===== src/rtl/qea_host_sequencer.sv =====
// Host-side run sequencer for one QEA pass: ctx load, |0..0> init, start, count, readback.
// Latency: ctx writes combinational per beat; init 1 word/cycle; readback 2+READ_LAT cycles/word + stall.
// Backpressure: ctx stream paced by i_ctx_valid; readback holds o_rd_valid/o_rd_data until i_rd_ready. Optional QEA_SEQ_TIMEOUT_EN.
module qea_host_sequencer #(
    parameter int PE_NUM_WIDTH            = 2,
    parameter int PE_NUM                  = 4,
    parameter int DATA_WIDTH              = 32,
    parameter int STATE_DATA_WIDTH        = DATA_WIDTH * 2,
    parameter int STATE_ADDR_WIDTH        = 16,
    parameter int GATE_CONTEXT_DATA_WIDTH = DATA_WIDTH * 2,
    parameter int GATE_CONTEXT_ADDR_WIDTH = 16,
    parameter int MAX_QBIT_WIDTH          = 6,
    parameter int NUM_FRAC_BIT            = 30,
    parameter int READ_LAT                = 1,
    parameter int CNT_WIDTH               = 32
`ifdef QEA_SEQ_TIMEOUT_EN
    ,
    parameter int TIMEOUT_CYC             = 2**20
`endif
) (
    input  logic                                 clk,
    input  logic                                 rst_n,
    input  logic                                 i_cmd_start,
    input  logic [MAX_QBIT_WIDTH-1:0]            i_qbit_num,
    input  logic [GATE_CONTEXT_ADDR_WIDTH-1:0]   i_ins_num,
    input  logic                                 i_ctx_valid,
    output logic                                 o_ctx_ready,
    input  logic [GATE_CONTEXT_DATA_WIDTH-1:0]   i_ctx_data,
    output logic                                 o_qea_start,
    output logic [MAX_QBIT_WIDTH-1:0]            o_qbit_num,
    output logic                                 o_ctx_en,
    output logic                                 o_ctx_wea,
    output logic [GATE_CONTEXT_ADDR_WIDTH-1:0]   o_ctx_addr,
    output logic [GATE_CONTEXT_DATA_WIDTH-1:0]   o_ctx_data,
    output logic [PE_NUM-1:0]                    o_state_ena,
    output logic [PE_NUM-1:0]                    o_state_wea,
    output logic [STATE_ADDR_WIDTH-1:0]          o_state_addra,
    output logic [PE_NUM*STATE_DATA_WIDTH-1:0]   o_state_dina,
    input  logic                                 i_qea_complete,
    input  logic [PE_NUM*STATE_DATA_WIDTH-1:0]   i_state_dout,
    output logic                                 o_rd_valid,
    input  logic                                 i_rd_ready,
    output logic [PE_NUM*STATE_DATA_WIDTH-1:0]   o_rd_data,
    output logic                                 o_busy,
    output logic                                 o_done,
    output logic                                 o_err,
    output logic [CNT_WIDTH-1:0]                 o_cycles
);

    localparam logic [3:0] S_IDLE   = 4'd0;
    localparam logic [3:0] S_CTX    = 4'd1;
    localparam logic [3:0] S_INIT   = 4'd2;
    localparam logic [3:0] S_START  = 4'd3;
    localparam logic [3:0] S_RUN    = 4'd4;
    localparam logic [3:0] S_RISSUE = 4'd5;
    localparam logic [3:0] S_RWAIT  = 4'd6;
    localparam logic [3:0] S_ROUT   = 4'd7;
    localparam logic [3:0] S_DONE   = 4'd8;

    localparam int WORD_W = PE_NUM * STATE_DATA_WIDTH;

    localparam logic [GATE_CONTEXT_ADDR_WIDTH-1:0] CTX_ONE  = 1;
    localparam logic [STATE_ADDR_WIDTH-1:0]        ADDR_ONE = 1;
    localparam logic [CNT_WIDTH-1:0]               CNT_ONE  = 1;
    localparam logic [2:0]                         LAT_ONE  = 3'd1;
    localparam logic [2:0]                         LAT_LAST = 3'(READ_LAT - 1);
    localparam logic [STATE_ADDR_WIDTH:0]          DEPTH_ONE = 1;

    // Amplitude 1.0 + 0i sits in the most significant PE slot of word 0.
    localparam logic [DATA_WIDTH-1:0]       ONE_RE  = DATA_WIDTH'(64'd1 << NUM_FRAC_BIT);
    localparam logic [STATE_DATA_WIDTH-1:0] ONE_AMP = STATE_DATA_WIDTH'({ONE_RE, {DATA_WIDTH{1'b0}}});
    localparam logic [WORD_W-1:0]           INIT_WORD =
        {ONE_AMP, {((PE_NUM - 1) * STATE_DATA_WIDTH){1'b0}}};

`ifdef QEA_SEQ_TIMEOUT_EN
    localparam logic [31:0] TMO_LAST = 32'(TIMEOUT_CYC - 1);
`endif

    logic [3:0]                           state_q, state_d;
    logic [MAX_QBIT_WIDTH-1:0]            qbit_q, qbit_d;
    logic [GATE_CONTEXT_ADDR_WIDTH-1:0]   ins_q, ins_d;
    logic [GATE_CONTEXT_ADDR_WIDTH-1:0]   ctx_k_q, ctx_k_d;
    logic [STATE_ADDR_WIDTH-1:0]          last_q, last_d;
    logic [STATE_ADDR_WIDTH-1:0]          addr_q, addr_d;
    logic [2:0]                           lat_q, lat_d;
    logic [CNT_WIDTH-1:0]                 cycles_q, cycles_d;
    logic [WORD_W-1:0]                    rd_dat_q, rd_dat_d;
    logic                                 err_q, err_d;
`ifdef QEA_SEQ_TIMEOUT_EN
    logic [31:0]                          tmo_q, tmo_d;
`endif

    logic [31:0]                 qbit_ext;
    logic [31:0]                 addr_bits;
    logic                        cmd_bad;
    logic [STATE_ADDR_WIDTH:0]   depth_full;
    logic [STATE_ADDR_WIDTH-1:0] depth_last;
    logic [GATE_CONTEXT_ADDR_WIDTH-1:0] ins_last;

    // Word count is 2**(qbit-PE_NUM_WIDTH); only DEPTH-1 is stored so 2**STATE_ADDR_WIDTH still fits.
    assign qbit_ext   = 32'(i_qbit_num);
    assign addr_bits  = qbit_ext - 32'(PE_NUM_WIDTH);
    assign cmd_bad    = (qbit_ext < 32'(PE_NUM_WIDTH)) || (addr_bits > 32'(STATE_ADDR_WIDTH));
    assign depth_full = DEPTH_ONE << addr_bits;
    assign depth_last = STATE_ADDR_WIDTH'(depth_full - DEPTH_ONE);
    assign ins_last   = ins_q - CTX_ONE;

    always_comb begin
        state_d  = state_q;
        qbit_d   = qbit_q;
        ins_d    = ins_q;
        ctx_k_d  = ctx_k_q;
        last_d   = last_q;
        addr_d   = addr_q;
        lat_d    = lat_q;
        cycles_d = cycles_q;
        rd_dat_d = rd_dat_q;
        err_d    = err_q;
`ifdef QEA_SEQ_TIMEOUT_EN
        tmo_d    = tmo_q;
`endif
        case (state_q)
            S_IDLE: begin
                if (i_cmd_start) begin
                    if (cmd_bad) begin
                        err_d = 1'b1;
                    end else begin
                        err_d    = 1'b0;
                        cycles_d = '0;
                        qbit_d   = i_qbit_num;
                        ins_d    = i_ins_num;
                        last_d   = depth_last;
                        ctx_k_d  = '0;
                        addr_d   = '0;
                        state_d  = (i_ins_num == '0) ? S_INIT : S_CTX;
                    end
                end
            end
            S_CTX: begin
                if (i_ctx_valid) begin
                    if (ctx_k_q == ins_last) begin
                        state_d = S_INIT;
                    end else begin
                        ctx_k_d = ctx_k_q + CTX_ONE;
                    end
                end
            end
            S_INIT: begin
                if (addr_q == last_q) begin
                    state_d = S_START;
                end else begin
                    addr_d = addr_q + ADDR_ONE;
                end
            end
            S_START: begin
                cycles_d = CNT_ONE;
`ifdef QEA_SEQ_TIMEOUT_EN
                tmo_d    = '0;
`endif
                state_d  = S_RUN;
            end
            S_RUN: begin
                if (i_qea_complete) begin
                    addr_d  = '0;
                    state_d = S_RISSUE;
                end else begin
                    if (cycles_q != '1) begin
                        cycles_d = cycles_q + CNT_ONE;
                    end
`ifdef QEA_SEQ_TIMEOUT_EN
                    if (tmo_q == TMO_LAST) begin
                        err_d   = 1'b1;
                        state_d = S_DONE;
                    end else begin
                        tmo_d = tmo_q + 32'd1;
                    end
`endif
                end
            end
            S_RISSUE: begin
                lat_d   = '0;
                state_d = S_RWAIT;
            end
            S_RWAIT: begin
                if (lat_q == LAT_LAST) begin
                    rd_dat_d = i_state_dout;
                    state_d  = S_ROUT;
                end else begin
                    lat_d = lat_q + LAT_ONE;
                end
            end
            S_ROUT: begin
                if (i_rd_ready) begin
                    if (addr_q == last_q) begin
                        state_d = S_DONE;
                    end else begin
                        addr_d  = addr_q + ADDR_ONE;
                        state_d = S_RISSUE;
                    end
                end
            end
            S_DONE: begin
                state_d = S_IDLE;
            end
            default: begin
                state_d = S_IDLE;
            end
        endcase
    end

    always_ff @(posedge clk or negedge rst_n) begin
        if (!rst_n) begin
            state_q  <= S_IDLE;
            qbit_q   <= '0;
            ins_q    <= '0;
            ctx_k_q  <= '0;
            last_q   <= '0;
            addr_q   <= '0;
            lat_q    <= '0;
            cycles_q <= '0;
            rd_dat_q <= '0;
            err_q    <= 1'b0;
`ifdef QEA_SEQ_TIMEOUT_EN
            tmo_q    <= '0;
`endif
        end else begin
            state_q  <= state_d;
            qbit_q   <= qbit_d;
            ins_q    <= ins_d;
            ctx_k_q  <= ctx_k_d;
            last_q   <= last_d;
            addr_q   <= addr_d;
            lat_q    <= lat_d;
            cycles_q <= cycles_d;
            rd_dat_q <= rd_dat_d;
            err_q    <= err_d;
`ifdef QEA_SEQ_TIMEOUT_EN
            tmo_q    <= tmo_d;
`endif
        end
    end

    logic st_ctx, st_init, st_rissue;
    assign st_ctx    = (state_q == S_CTX);
    assign st_init   = (state_q == S_INIT);
    assign st_rissue = (state_q == S_RISSUE);

    // RAM strobes decode straight from state so an async reset kills them in the same instant.
    assign o_ctx_ready   = st_ctx;
    assign o_ctx_en      = st_ctx & i_ctx_valid;
    assign o_ctx_wea     = st_ctx & i_ctx_valid;
    assign o_ctx_addr    = st_ctx ? ctx_k_q : '0;
    assign o_ctx_data    = st_ctx ? i_ctx_data : '0;
    assign o_state_ena   = {PE_NUM{st_init | st_rissue}};
    assign o_state_wea   = {PE_NUM{st_init}};
    assign o_state_addra = (st_init | st_rissue) ? addr_q : '0;
    assign o_state_dina  = (st_init && (addr_q == '0)) ? INIT_WORD : '0;
    assign o_qea_start   = (state_q == S_START);
    assign o_qbit_num    = qbit_q;
    assign o_rd_valid    = (state_q == S_ROUT);
    assign o_rd_data     = rd_dat_q;
    assign o_busy        = (state_q != S_IDLE) && (state_q != S_DONE);
    assign o_done        = (state_q == S_DONE);
    assign o_err         = err_q;
    assign o_cycles      = cycles_q;

endmodule

===== config.mk =====
export PLATFORM = sky130hd
export DESIGN_NAME = qea_host_sequencer
export DESIGN_NICKNAME = d
export VERILOG_FILES = /design/src/rtl/qea_host_sequencer.sv
export SDC_FILE = /design/constraint.sdc
export NUM_CORES = 1
export LEC_CHECK = 0
export ABC_AREA = 1
export CORE_AREA = 4 4 386 388
export CTS_CLUSTER_DIAMETER = 50
export DETAILED_ROUTE_END_ITERATION = 12
export DIE_AREA = 0 0 390 392
export GPL_TIMING_DRIVEN = 0
export PLACE_DENSITY = 0.44
export SYNTH_ARGS = -nofsm -noshare
export SYNTH_HDL_FRONTEND = slang
export SYNTH_SLANG_ARGS = --single-unit

===== constraint.sdc =====
create_clock -name clk -period 2.2 [get_ports clk]
set_input_delay 0.66 -clock clk [delete_from_list [all_inputs] [get_ports clk]]
set_output_delay 0.66 -clock clk [all_outputs]
set_load 0.02 [all_outputs]

After elaboration in Yosys (flattened, before gate mapping) --
Index checks and enable logic that the tools add are counted. W data, S select, Z words.
Cells by class: add/sub/neg operators 7, $lt $le $gt $ge 2, equality and inequality tests 24, shift-type cells 1, multiplexer cells 32, bitwise logic cells 3, reduce and logical (&&, ||, !) cells 20
Operators by type and width (number):
- $mux W255 | 1
- $mux W16 | 9
- $mux W32 | 4
- $pmux W32 S3 | 1
- $mux W64 | 1
- $pmux W16 S4 | 1
- $mux W4 | 9
- $add A16 B1 Y16 const B | 2
- $add A32 B1 Y32 const B | 1
- $eq A16 B16 Y1 | 2
- $gt A32 B5 Y1 const B | 1
- $logic_not A16 Y1 | 2
- $ne A32 B32 Y1 const B | 1
- $pmux W16 S2 | 1
- $pmux W4 S8 | 1
- $shl A1 B32 Y16 const A | 1
- $sub A16 B1 Y16 const B | 2
- $ne A2 B2 Y1 const B | 9
- $eq A4 B3 Y1 const B | 4
- $reduce_and A5 Y1 | 3
- $eq A4 B2 Y1 const B | 2
- $reduce_and A8 Y1 | 1
- $reduce_bool A4 Y1 | 2
- $sub A6 B2 Y7 const B | 1
- other kinds (21) | 27
Storage, ports and cells: register bits after elaboration 366, input port bits 348, output and inout bits 662, logic and storage cells 99

Logic depth before layout (Yosys ltp) --
Gate-level depths: netlist of the first run.
word-level depth 6, depth in mapped cells 18, depth with buffers taken out 17

Worst setup path after synthesis of the first run --
OpenSTA, ideal clock, no wires.
path kind reg2out, from register state_q[0], to output o_ctx_wea, arrival 2.103 ns, data required time 1.540 ns, slack -0.563 ns, cell stages (with the launch flop) 9, buffers on the path 2, cell sequence dfrtp_1 -> inv_1 -> nor2_1 -> inv_1 -> nor2_1 -> inv_1 -> buf_2 -> nor2_1 -> buf_4
On the way: word-level cells in the longest chain between the ends 2
RTL lines:
- start, declared | RTL line 79 | logic [3:0] state_q, state_d;
- start signal, assigned | RTL line 227 | state_q <= state_d;
- $eq A4 B1 Y1 | RTL line 244 | assign st_ctx = (state_q == S_CTX);
- net o_ctx_ready | RTL line 27 | output logic o_ctx_ready,
- $and A1 B1 Y1
- end, declared | RTL line 32 | output logic o_ctx_wea,
The timed path passes the listed nets, and every way through them passes these cells.

Final worst setup path of the first run --
from register state_q[3], to output o_state_addra[14]
On the way: word-level cells in the longest chain between the ends 3, elaborated cells on any way between the ends 4, those cells by class 2 x eq/ne; 1 x mux; 1 x bitwise
RTL lines:
- $eq A4 B2 Y1 | RTL line 245 | assign st_init = (state_q == S_INIT);
- net st_init | RTL line 243 | logic st_ctx, st_init, st_rissue;
- $or A1 B1 Y1 | RTL line 256 | assign o_state_addra = (st_init | st_rissue) ? addr_q : '0;
- $mux W16 | RTL line 256
- end, declared | RTL line 37 | output logic [STATE_ADDR_WIDTH-1:0] o_state_addra,
The timed path passes the listed nets, and every way through them passes these cells.

==> results of run 1 <==
==> Yosys cell counts (2+ instances only) <==
cell,instances,area [sq um]
nand2_2,5,31.3
nand4_1,38,238
inv_2,13,48.8
nor3_1,42,210
buf_6,2,22.5
dfrtp_1,366,9160
xor2_1,39,342
nor2_1,230,863
inv_1,188,706
nor2_4,3,33.8
o21ai_1,6,30.0
nand3_2,2,20.0
clkbuf_2,4,20.0
o21ai_0,71,355
nand2_1,326,1220
nand3_1,84,420
nand2_8,2,40.0
a21oi_1,8,40.0
nor2_2,7,43.8
xnor2_1,24,210
nand3b_1,6,45.0
mux2_2,256,2880
nor3_2,2,20.0
o31ai_1,4,30.0
buf_4,263,1970
ha_1,9,113
buf_2,34,170
nor3b_1,2,15.0
buf_1,6,22.5
nor4_1,16,100
o21bai_1,3,22.5
clkbuf_1,20,75.1
==> final cells by class <==
type | instances | area [sq um] | share of cell area (%)
multi-input cells | 1452 | 9600 | 27.0
flip-flops and latches | 366 | 9180 | 25.8
repair buffers | 856 | 8770 | 24.6
plain buffers | 324 | 2550 | 7.17
well taps | 1917 | 2400 | 6.74
clock buffers | 86 | 1870 | 5.25
inverters | 201 | 792 | 2.22
clock inverters | 38 | 422 | 1.18
diodes | 12 | 30.0 | 0.0843
==> per-stage QoR <==
stage	worst slack [ns]	instance area [sq um]	power (mW)	util, %
after floorplan	-0.0144	21400	22.4	-
after global placement	-18.15	31300	33.6	21.5
after detailed placement	-1.54	31400	33.6	21.6
after CTS	-0.867	35000	45.7	24.1
after global routing	-0.881	35600	48.3	24.5
final	-0.740	35600	45.8	24.5
==> worst max-delay path by stage <==
stage,cells after the start,to,slack [ns],from
global placement,1,o_cycles[28]$_DFFE_PN0P_,-18.15,rst_n
CTS,9,o_state_addra[13],-0.87,state_q[3]$_DFFE_PN0P_
detailed placement,7,o_state_addra[10],-1.54,state_q[2]$_DFFE_PN0P_
floorplan,8,o_ctx_addr[0],-0.01,state_q[0]$_DFFE_PN0P_
global route,9,o_state_addra[13],-0.88,state_q[3]$_DFFE_PN0P_
finish,9,o_state_addra[14],-0.74,state_q[3]$_DFFE_PN0P_
==> per-layer routing <==
| metal | global-route usage, % | vias up |
|---|---|---|
| li1 | - | 8663 |
| met2 | 22.9 | 759 |
| met4 | 5.63 | 44 |
| met1 | 12.6 | 8476 |
| met3 | 5.56 | 188 |
| met5 | 0 | - |
==> power by group through the flow <==
stage | sequential, mW | combinational [mW] | clock [mW]
finish | 11.4 | 23.7 | 10.6
global route | 11.8 | 25.1 | 11.3
CTS | 11.4 | 23.3 | 11.1
detailed placement | 11.6 | 22.1 | 0
global placement | 11.5 | 22.1 | 0
floorplan | 14.3 | 8.16 | 0
==> placed cells by master (no fill, tap or decap), drive strengths merged <==
master,count
buf,516
dfrtp,366
clkdlybuf4s50,341
nand2,334
dlygate4sd2,259
mux2,256
conb,255
nor2,241
inv,205
clkbuf,107
nand3,86
o21ai,77
nor3,45
xor2,40
nand4,38
clkdlybuf4s15,38
clkinv,25
xnor2,24
nor4,16
diode,12
ha,9
a21oi,8
nand3b,6
bufinv,6
o31ai,4
o21bai,3
clkinvlp,3
dlymetal6s2s,3
nor3b,2
and2,1
o2111ai,1
o311ai,1
or2,1
a2bb2oi,1
a31oi,1
and3,1
o21a,1
bufbuf,1
dlygate4sd3,1
==> what timing repair did <==
| action | CTS | global route |
|---|---|---|
| setup endpoints to repair | 760 | 422 |
| hold buffers | 2 | 0 |
| setup buffers | 50 | 37 |
| gates cloned | 13 | 2 |
| hold endpoints to repair | 49 | 0 |
| gates resized for setup | 1222 | 169 |
| pin swaps | 31 | 46 |
==> state kept, by name, indices dropped and copies added (netlist names) <==
| name | flops |
|---|---|
| o_rd_data | 256 |
| o_cycles | 32 |
| addr_q | 16 |
| ctx_k_q | 16 |
| ins_q | 16 |
| last_q | 16 |
| o_qbit_num | 6 |
| state_q | 4 |
| lat_q | 3 |
| o_err | 1 |
==> critical path: cells and delay by family (launching register included) <==
| kind | cells | cell delay [ns] |
|---|---|---|
| buffers and inverters | 5 | 0.66 |
| AND/OR/NAND/NOR | 4 | 0.59 |
| flip-flops | 1 | 0.42 |
==> cell families after synthesis <==
family                   share of synthesized area [%]
AND/OR/NAND/NOR                                   17.1
other                                           0.0191
buffers and inverters                             15.5
XOR/XNOR                                          2.89
flip-flops                                        46.6
multiplexers                                      14.7
AO/OA/AOI/OAI                                     2.64
adder cells (fa/ha/maj)                          0.574
==> impl_table.tex, run 1 <==
\begin{tabular}{lr}
\hline
Metric & Value \\
\hline
\multicolumn{2}{l}{\textbf{GRT}} \\
Total congestion overflow after global routing & 0 \\
Number of global-route vias before repair & 18,200 \\
Overall track demand over capacity in global routing & 12.7\% \\
Number of antenna violations at the first check in global routing & 48 \\
Largest net degree at the start of global routing & 93 \\
First-pass GRT wire length & 138,000 microns \\
\multicolumn{2}{l}{\textbf{Timing}} \\
RSZ-0062 raised after global routing & true \\
Fraction of the cycle the final worst path needs & 134\% \\
Fin Hold WS & 0.380 ns \\
Final hold vios & 0 \\
Slew of the pin with the lowest slew margin & 0.805 ns \\
Setup slack after layout & -0.740 ns \\
Worst rel slew slack & 45.8\% \\
Final critical delay including setup and external delays & 2.94 ns \\
Final worst clock skew & 0.0357 ns \\
Number of endpoints failing setup at the final stage & 146 \\
Post-Route Setup TNS & -69.79 ns \\
Fmax & 340 MHz \\
Final-report max-slew violation count & 0 \\
\multicolumn{2}{l}{\textbf{Die}} \\
\# IOs & 1,010 \\
Initial core utilization & 13.5\% \\
Placement Rows & 140 \\
Die width & 390 microns \\
Die Height & 392 microns \\
Die outline area & 153,000 sq um \\
Core region area & 145,000 sq um \\
\multicolumn{2}{l}{\textbf{Worst setup path}} \\
Highest cell delay on the worst timing path & 0.42 ns \\
Depth of the most critical reg-to-reg path & 12 \\
Maximum fanout along the worst path & 4 \\
Element type at the critical path start & flop \\
Worst path slowest cell & dfrtp\_1 \\
List of cells traversed by the critical path & nor2\_2, inv\_2, nor3\_4, buf\_6, nor2\_4, buf\_8, buf\_4, nor2\_4, buf\_6 \\
R2r endpoint & o\_cycles[12]\$\_DFFE\_PN0P\_ \\
Endpoint required time on the critical path & 1.54 ns \\
Reg-to-reg slack, setup & -0.23 ns \\
CP Class & reg2out \\
Category of the worst setup path capture point & output pin \\
CP arrival & 2.28 ns \\
Startpoint of the lowest-slack register-to-register path & state\_q[0]\$\_DFFE\_PN0P\_ \\
\multicolumn{2}{l}{\textbf{CTS}} \\
Total CTS buffers & 68 \\
Clock tree from TritonCTS & done \\
Bufs on Longest Clock Path & 3 \\
Clock transition time at the flip-flop clock pins of the worst setup and hold paths & 0.04 ns \\
Clk Latency, worst-skew pair & 0.63 ns \\
Sinks on the clock net & 366 \\
Root cell of the clock tree & clkbuf\_16 \\
CTS H-tree depth & 3 \\
\multicolumn{2}{l}{\textbf{Logic synthesis}} \\
Distinct cell type count of the synthesized netlist & 44 \\
Post-synthesis instance total & 2,093 \\
Register bit total from synthesis & 366 \\
Synthesized cell area & 19,600 sq um \\
Mean Syn Cell Area & 9.38 sq um \\
Post-synth EDFFs & 0 \\
Fraction of synthesis flops using an asynchronous set or reset pin & 100\% \\
Share of synthesized area occupied by flip-flops and latches & 46.6\% \\
Most frequently used flop master after synthesis & dfrtp\_1 \\
Syn. warnings & 0 \\
\multicolumn{2}{l}{\textbf{Pwr}} \\
Share of total power consumed by net switching & 41.3\% \\
Logic gate share of total power & 51.8\% \\
Worst IR drop on VDD & 743 uV \\
Relative contribution of the clock network to total power & 23.2\% \\
Switching Power & 18.9 mW \\
Internal power & 26.9 mW \\
Power Dens Cells & 1290 nW/um\^{}2 \\
LEAKAGE & 16.3 nW \\
Part of the total power dissipated in sequential elements & 24.9\% \\
\multicolumn{2}{l}{\textbf{Route}} \\
Initial DRC Count & 782 \\
Met3 wire len & 10,400 microns \\
Met1 WL & 34,200 microns \\
Number of DRC violations after detailed routing & 0 \\
Antenna viol nets, final & 0 \\
Detailed-route wire length & 102,000 microns \\
Vias after detailed routing & 18,100 \\
Number of iterations in the first detailed-routing pass & 8 \\
Top Layer Used & met5 \\
Detailed route wirelength on metal2 & 51,900 microns \\
Average via count per standard cell & 3.45 \\
Wirelength per Cell & 19.3 microns \\
\multicolumn{2}{l}{\textbf{Run}} \\
Reported max-cap violation count & 0 \\
\multicolumn{2}{l}{\textbf{Placement}} \\
GP Congestion & 0.845 \\
Input/output buffers & 754 \\
Cell total after placement & 5,022 \\
DP HPWL & 84,300 microns \\
\multicolumn{2}{l}{\textbf{Min path}} \\
Worst hold stages & 3 \\
End of the worst hold path & o\_qbit\_num[5]\$\_DFFE\_PN0P\_ \\
Min-delay src & i\_qbit\_num[5] \\
Hold Path Class & in2reg \\
\multicolumn{2}{l}{\textbf{Run status}} \\
Status & finished with violations \\
Violations in the final reports & setup timing \\
\multicolumn{2}{l}{\textbf{Final layout}} \\
Number of filler instances in the final layout & 15,700 \\
Area added between synthesis and finish & 81.4\% \\
Post-route non-filler standard cell count & 5,252 \\
Layout cell share with drive strength beyond 1 & 35.3\% \\
Layout Nets & 3,626 \\
\hline
\end{tabular}
No activity file was read; power rests on OpenSTA's default activity.
==> run 2: changes to the inputs <==
- CELL_PAD_IN_SITES_DETAIL_PLACEMENT: not set -> 1
- CELL_PAD_IN_SITES_GLOBAL_PLACEMENT: not set -> 2
- CORE_AREA: 4 4 386 388 -> 4 4 391 393
- CTS_CLUSTER_DIAMETER: 50 -> not set
- DIE_AREA: 0 0 390 392 -> 0 0 395 397
- PLACE_DENSITY: 0.44 -> 0.62
==> impl_table.tex, run 2 (same netlist as run 1, synthesis figures left out) <==
\begin{tabular}{lr}
\hline
Metric & Value \\
\hline
\multicolumn{2}{l}{\textbf{Run status}} \\
Status & finished with violations \\
Violations in the final reports & setup timing \\
\multicolumn{2}{l}{\textbf{Die}} \\
Core region area & 149,000 sq um (+2.8\%) \\
Die Height & 397 microns (+1.3\%) \\
Initial core utilization & 13.1\% (-0.36 points) \\
Die width & 395 microns (+1.3\%) \\
Placement Rows & 142 (+1.4\%) \\
\# IOs & 1,010 (unchanged) \\
Die outline area & 157,000 sq um (+2.6\%) \\
\multicolumn{2}{l}{\textbf{Route}} \\
Number of iterations in the first detailed-routing pass & 4 (-4) \\
Number of DRC violations after detailed routing & 0 (unchanged) \\
Vias after detailed routing & 17,900 (-1.2\%) \\
Antenna viol nets, final & 0 (unchanged) \\
Average via count per standard cell & 3.39 (-1.8\%) \\
Wirelength per Cell & 18.4 microns (-4.8\%) \\
Detailed-route wire length & 97,300 microns (-4.2\%) \\
Initial DRC Count & 564 (-28\%) \\
\multicolumn{2}{l}{\textbf{CTS}} \\
Total CTS buffers & 50 (-26\%) \\
Sinks on the clock net & 366 (unchanged) \\
Clock transition time at the flip-flop clock pins of the worst setup and hold paths & 0.06 ns (+0.02 ns) \\
Root cell of the clock tree & clkbuf\_16 \\
CTS H-tree depth & 2 (-1) \\
Clk Latency, worst-skew pair & 0.62 ns (about the same) \\
Clock tree from TritonCTS & done \\
Bufs on Longest Clock Path & 3 (unchanged) \\
\multicolumn{2}{l}{\textbf{Final layout}} \\
Combined area of the multi-input logic cells & 9690 sq um (+0.90\%) \\
Area added between synthesis and finish & 81.6\% (about the same) \\
Layout cell share with drive strength beyond 1 & 34.3\% (-1.0 points) \\
Layout Nets & 3,586 (-1.1\%) \\
Post-route standard cell area excluding fillers & 35,600 sq um (about the same) \\
Number of filler instances in the final layout & 17,200 (+9.0\%) \\
Most common library cell in the layout ignoring fill and taps & dfrtp\_1 \\
Flip-flop count of the largest register, all copies and words added & 256 (unchanged) \\
Most used cells in the layout excluding fill and tap cells & 357 x dfrtp\_1, 352 x buf\_4, 340 x clkdlybuf4s50\_1 \\
Area taken by flip-flops and latches & 9170 sq um (about the same) \\
\multicolumn{2}{l}{\textbf{Worst setup path}} \\
Element type at the critical path start & flop \\
Depth of the most critical reg-to-reg path & 11 (-1) \\
CP arrival & 2.21 ns (-0.07 ns) \\
CP Capture Point & o\_state\_addra[10] \\
Startpoint of the lowest-slack register-to-register path & state\_q[3]\$\_DFFE\_PN0P\_ \\
Highest cell delay on the worst timing path & 0.44 ns (+0.02 ns) \\
Reg-to-reg slack, setup & -0.10 ns (+0.13 ns) \\
List of cells traversed by the critical path & nor2\_2, inv\_2, nor3\_4, buf\_12, nor2\_4, buf\_8, nor2\_4, buf\_6 \\
CP Class & reg2out \\
CP Launch Point & state\_q[3]\$\_DFFE\_PN0P\_ \\
Category of the worst setup path capture point & output pin \\
Most Frequent Cell on Critical Path & nor2\_4 \\
R2r endpoint & addr\_q[15]\$\_DFFE\_PN0P\_ \\
Maximum fanout along the worst path & 7 (+3) \\
Worst path slowest cell & dfrtp\_1 \\
Endpoint required time on the critical path & 1.54 ns (about the same) \\
\multicolumn{2}{l}{\textbf{Timing}} \\
Fin Hold WS & 0.342 ns (-0.0380 ns) \\
Final worst clock skew & 0.0254 ns (-0.0104 ns) \\
Fraction of the cycle the final worst path needs & 130\% (-3.2 points) \\
RSZ-0062 raised after global routing & true \\
Post-Route Setup TNS & -61.18 ns (+8.61 ns) \\
Final hold vios & 0 (unchanged) \\
Setup slack after layout & -0.670 ns (+0.0701 ns) \\
Final critical delay including setup and external delays & 2.87 ns (-0.0701 ns) \\
Number of endpoints failing setup at the final stage & 130 (-11\%) \\
Fmax & 348 MHz (+2.4\%) \\
Slew of the pin with the lowest slew margin & 0.703 ns (-0.102 ns) \\
Worst rel slew slack & 52.5\% (+6.7 points) \\
Final-report max-slew violation count & 0 (unchanged) \\
\multicolumn{2}{l}{\textbf{Pwr}} \\
LEAKAGE & 18.2 nW (+12\%) \\
Relative contribution of the clock network to total power & 19.3\% (-3.9 points) \\
Part of the total power dissipated in sequential elements & 26.4\% (+1.5 points) \\
Internal power & 25.4 mW (-5.7\%) \\
Power Dens Cells & 1210 nW/um\^{}2 (-6.0\%) \\
Post-layout total power & 43.1 mW (-5.9\%) \\
Worst IR drop on VDD & 483 uV (-35\%) \\
Switching Power & 17.7 mW (-6.2\%) \\
Logic gate share of total power & 54.3\% (+2.5 points) \\
Share of total power consumed by net switching & 41.1\% (-0.12 points) \\
\multicolumn{2}{l}{\textbf{GRT}} \\
Number of global-route vias before repair & 18,900 (+3.4\%) \\
Number of antenna violations at the first check in global routing & 14 (-71\%) \\
Overall track demand over capacity in global routing & 11.7\% (-1.0 points) \\
First-pass GRT wire length & 137,000 microns (-1.2\%) \\
Largest net degree at the start of global routing & 108 (+16\%) \\
Total congestion overflow after global routing & 0 (unchanged) \\
\multicolumn{2}{l}{\textbf{Placement}} \\
Instance area at placement & 31,500 sq um (+0.31\%) \\
Input/output buffers & 754 (unchanged) \\
GP Congestion & 0.820 (-2.9\%) \\
DP HPWL & 78,100 microns (-7.3\%) \\
\multicolumn{2}{l}{\textbf{Run}} \\
Reported max-cap violation count & 0 (unchanged) \\
\multicolumn{2}{l}{\textbf{Min path}} \\
Worst hold stages & 3 (unchanged) \\
Hold Path Class & in2reg \\
\hline
\end{tabular}
-- run 2: critical path, delay by kind of cell, from the launching register on --
family | cells | cell delay, ns
flops | 1 | 0.44
buf+inv | 4 | 0.55
simple gates | 4 | 0.61
-- run 2: per-layer routing --
metal	share of wire (%)	up-vias	wire, microns	global-route usage [%]
met2	50	541	48500	20.0
met3	6.9	115	6760	3.35
li1	-	8508	-	-
met1	41	8743	39600	14.3
met4	2.4	6	2360	3.28
met5	0.042	-	41	0
-- run 2: worst min path at each step --
stage                              start  slack (ns)                        end
3_3_place_gp   o_qbit_num[5]$_DFFE_PN0P_        0.47  o_qbit_num[5]$_DFFE_PN0P_
4_1_cts                    i_qbit_num[2]        0.48  o_qbit_num[2]$_DFFE_PN0P_
6_report                   i_qbit_num[2]        0.34  o_qbit_num[2]$_DFFE_PN0P_
2_1_floorplan                      rst_n        0.36      addr_q[0]$_DFFE_PN0P_
3_5_place_dp   o_qbit_num[5]$_DFFE_PN0P_        0.47  o_qbit_num[5]$_DFFE_PN0P_
5_1_grt                    i_qbit_num[2]        0.32  o_qbit_num[2]$_DFFE_PN0P_
-- run 2: power groups by stage --
| stage | Clock, mW | Sequential (mW) | Combinational (mW) |
|---|---|---|---|
| after global placement | 0 | 11.5 | 21.4 |
| after global routing | 8.94 | 11.8 | 24.9 |
| after CTS | 8.71 | 11.5 | 22.7 |
| final | 8.31 | 11.4 | 23.4 |
| after detailed placement | 0 | 11.5 | 21.4 |
| after floorplan | 0 | 14.3 | 8.16 |
-- run 2: cell type report --
type,count,area share [%]
diodes,7,0.0491
plain buffers,328,7.28
clock buffers,72,4.11
clock inverters,14,0.491
inverters,201,2.22
multi-input cells,1451,27.2
flip-flops and latches,366,25.7
well taps,2016,7.08
repair buffers,831,25.9
-- run 2: per-stage QoR --
stage / instances / utilization, % / setup WS [ns]
2_1_floorplan: 2347 / - / -0.0144
3_3_place_gp: 5117 / 21.0 / -18.58
3_5_place_dp: 5120 / 21.1 / -1.53
4_1_cts: 5233 / 22.6 / -0.799
5_1_grt: 5284 / 23.9 / -0.774
6_report: 5286 / 23.9 / -0.670
-- run 2: timing repair --
action                                  in CTS  in global routing
buffers inserted                            20                 41
endpoints found under the setup margin     770                865
gates resized for setup                    705                594
endpoints found under the hold margin        1                  0
hold buffers                                 1                  0
cloned                                       6                  8
pin swaps                                   10                 49
==> run 3: changes to the inputs <==
==> constraint.sdc (replaced) <==
create_clock -name clk -period 2.2 [get_ports clk]
set_input_delay 0.55 -clock clk [delete_from_list [all_inputs] [get_ports clk]]
set_output_delay 0.55 -clock clk [all_outputs]
set_load 0.02 [all_outputs]
==> impl_table.tex, run 3 (same netlist as run 1, synthesis figures left out) <==
\begin{tabular}{lr}
\hline
Metric & Value \\
\hline
\multicolumn{2}{l}{\textbf{Worst setup path}} \\
Category of the worst setup path capture point & output pin \\
Most Frequent Cell on Critical Path & buf\_12 \\
Crit path max-delay family & buffers and inverters \\
Buf/Inv on CP & 7 (+3) \\
CP arrival & 2.22 ns (about the same) \\
CP Class & reg2out \\
List of cells traversed by the critical path & nor2\_1, inv\_2, nor2\_4, inv\_4, buf\_12, buf\_12, buf\_12, buf\_12, nor2\_4, buf\_6 \\
Element type at the critical path start & flop \\
Endpoint required time on the critical path & 1.65 ns (+0.11 ns) \\
Worst path slowest cell & dfrtp\_1 \\
Highest cell delay on the worst timing path & 0.41 ns (-0.03 ns) \\
Maximum fanout along the worst path & 5 (-2) \\
\multicolumn{2}{l}{\textbf{Placement}} \\
Instance area at placement & 30,800 sq um (-2.2\%) \\
Input/output buffers & 754 (unchanged) \\
Cell total after placement & 5,120 (unchanged) \\
DP HPWL & 78,100 microns (about the same) \\
GP Congestion & 0.805 (-1.8\%) \\
\multicolumn{2}{l}{\textbf{Route}} \\
Average via count per standard cell & 3.39 (+0.17\%) \\
Wirelength per Cell & 18.5 microns (+0.33\%) \\
Detailed-route wire length & 97,700 microns (+0.43\%) \\
Number of iterations in the first detailed-routing pass & 4 (unchanged) \\
Vias after detailed routing & 18,000 (+0.27\%) \\
Number of DRC violations after detailed routing & 0 (unchanged) \\
Antenna viol nets, final & 0 (unchanged) \\
Initial DRC Count & 629 (+12\%) \\
\multicolumn{2}{l}{\textbf{Pwr}} \\
Share of total power consumed by net switching & 41.3\% (+0.17 points) \\
Internal power & 25.2 mW (-0.52\%) \\
Logic gate share of total power & 53.6\% (-0.7 points) \\
Worst IR drop on VDD & 547 uV (+13\%) \\
Part of the total power dissipated in sequential elements & 26.5\% (about the same) \\
Power Dens Cells & 1240 nW/um\^{}2 (+2.3\%) \\
Relative contribution of the clock network to total power & 19.9\% (+0.6 points) \\
Post-layout total power & 43.0 mW (-0.22\%) \\
Switching Power & 17.8 mW (+0.20\%) \\
LEAKAGE & 15.7 nW (-14\%) \\
\multicolumn{2}{l}{\textbf{Final layout}} \\
Layout cell share with drive strength beyond 1 & 33.0\% (-1.3 points) \\
Layout Nets & 3,593 (+0.20\%) \\
Flip-flop count of the largest register, all copies and words added & 256 (unchanged) \\
Post-route standard cell area excluding fillers & 34,800 sq um (-2.5\%) \\
Area added between synthesis and finish & 77.0\% \\
Most used cells in the layout excluding fill and tap cells & 395 x clkdlybuf4s50\_1, 356 x dfrtp\_1, 306 x nand2\_1 \\
Post-route non-filler standard cell count & 5,291 (+0.095\%) \\
Most common library cell in the layout ignoring fill and taps & clkdlybuf4s50\_1 \\
\multicolumn{2}{l}{\textbf{Timing}} \\
RSZ-0062 raised after global routing & true \\
Setup slack after layout & -0.572 ns (+0.0979 ns) \\
Fraction of the cycle the final worst path needs & 126\% (-4.5 points) \\
Slew of the pin with the lowest slew margin & 0.764 ns (+0.0610 ns) \\
Final-report max-slew violation count & 0 (unchanged) \\
Number of endpoints failing setup at the final stage & 367 (+180\%) \\
Final hold vios & 0 (unchanged) \\
Final critical delay including setup and external delays & 2.77 ns (-0.0979 ns) \\
Fmax & 361 MHz (+3.5\%) \\
Final worst clock skew & 0.0201 ns (-0.00531 ns) \\
Worst rel slew slack & 49.1\% (-3.5 points) \\
\multicolumn{2}{l}{\textbf{CTS}} \\
CTS H-tree depth & 2 (unchanged) \\
Bufs on Longest Clock Path & 3 (unchanged) \\
Clock transition time at the flip-flop clock pins of the worst setup and hold paths & 0.06 ns (about the same) \\
Sinks on the clock net & 366 (unchanged) \\
Clk Latency, worst-skew pair & 0.62 ns (about the same) \\
Root cell of the clock tree & clkbuf\_16 \\
Clock tree from TritonCTS & done \\
Total CTS buffers & 49 (-2.0\%) \\
\multicolumn{2}{l}{\textbf{GRT}} \\
GR Util met1 & 14.5\% (+0.21 points) \\
Total congestion overflow after global routing & 0 (unchanged) \\
Busiest layer in global routing & met2 \\
Number of antenna violations at the first check in global routing & 11 (-3) \\
First-pass GRT wire length & 139,000 microns (+1.4\%) \\
Met3 layer usage reported by global route & 3.43\% (+0.082 points) \\
Global-route track usage on met2 & 20.5\% (+0.45 points) \\
Largest net degree at the start of global routing & 109 (+0.93\%) \\
Overall track demand over capacity in global routing & 11.9\% (+0.17 points) \\
Number of global-route vias before repair & 19,300 (+2.1\%) \\
\multicolumn{2}{l}{\textbf{Run status}} \\
Status & finished with violations \\
Violations in the final reports & setup timing \\
\multicolumn{2}{l}{\textbf{Run}} \\
Reported max-cap violation count & 0 (unchanged) \\
\multicolumn{2}{l}{\textbf{Min path}} \\
Hold Path Class & in2reg \\
\multicolumn{2}{l}{\textbf{Die}} \\
Core region area & 149,000 sq um (unchanged) \\
Die outline area & 157,000 sq um (unchanged) \\
Die Height & 397 microns (unchanged) \\
Die width & 395 microns (unchanged) \\
Initial core utilization & 13.1\% (unchanged) \\
\# IOs & 1,010 (unchanged) \\
Placement Rows & 142 (unchanged) \\
\hline
\end{tabular}
## run 3: cell types whose count changed in the layout (fill, tap and decap cells not counted), moves of 11 or more
cell             change
dlymetal6s2s_1     -291
dlygate4sd2_1      +237
clkdlybuf4s50_1     +55
buf_4               -53
buf_6               +52
nand2_1             +23
o21ai_1             -20
o21ai_0             +18
nand2_2             -16
buf_12              +11
## run 3: path summary, 6_finish.rpt
path / startpoint / end / slack [ns] / depth (start not counted)
max reg2reg: state_q[3]$_DFFE_PN0P_ / addr_q[7]$_DFFE_PN0P_ / -0.20 / 14
max in group asynchronous: rst_n / o_rd_data[11]$_DFFE_PN0P_ / 0.14 / 4
max: state_q[3]$_DFFE_PN0P_ / o_ctx_data[53] / -0.57 / 10
min: i_qbit_num[5] / o_qbit_num[5]$_DFFE_PN0P_ / 0.27 / 3
min reg2reg: o_qbit_num[4]$_DFFE_PN0P_ / o_qbit_num[4]$_DFFE_PN0P_ / 0.48 / 2
min in group asynchronous: rst_n / o_qbit_num[5]$_DFFE_PN0P_ / 0.46 / 2
## run 3: stage by stage
| step | hold slack (ns) | util (%) | worst slack (ns) | TNS [ns] |
|---|---|---|---|---|
| 3_3_place_gp | 0.463 | 20.6 | -18.51 | -7139.65 |
| 2_1_floorplan | 0.254 | - | -0.0411 | -2.65 |
| 5_1_grt | 0.236 | 23.3 | -0.732 | -131.63 |
| 6_report | 0.266 | 23.3 | -0.572 | -60.34 |
| 4_1_cts | 0.223 | 23.1 | -0.691 | -105.69 |
| 3_5_place_dp | 0.466 | 20.6 | -1.89 | -410.27 |
## run 3: layout make-up
class	count	area, sq um
sequential	366	9170
timing repair buffer	840	8560
multi-input combinational	1451	9460
fill	17300	115000
buffer	327	2580
inverter	201	763
tap	2016	2520
antenna	7	17.5
clock inverter	20	288
clock buffer	63	1380
## run 3: power by group through the flow
stage / logic [mW] / registers, mW / clock network [mW]
floorplan: 7.41 / 14.3 / 0
global placement: 20.6 / 11.4 / 0
detailed placement: 20.7 / 11.5 / 0
CTS: 23.2 / 11.4 / 8.95
global route: 24.6 / 11.8 / 9.18
finish: 23.0 / 11.4 / 8.55
## run 3: per-layer routing
layer	routed length [microns]	vias to the layer above
met4	1990	10
met5	75	-
met1	40200	8799
met3	6700	99
met2	48700	545
li1	-	8508
## run 3: repair_timing
item | 4_1_cts | 5_1_grt
resized for setup | 1296 | 76
endpoints found under the setup margin | 716 | 578
cloned | 15 | 0
pin swaps | 27 | 17
hold endpoints to repair | 75 | 0
hold buffers | 1 | 0
buffers inserted | 61 | 11
## run 3: tightest hold or removal path, delay by kind of cell
family | cells | cell delay [ns]
and+or+nand+nor | 2 | 0.13
buffers and inverters | 1 | 0.17
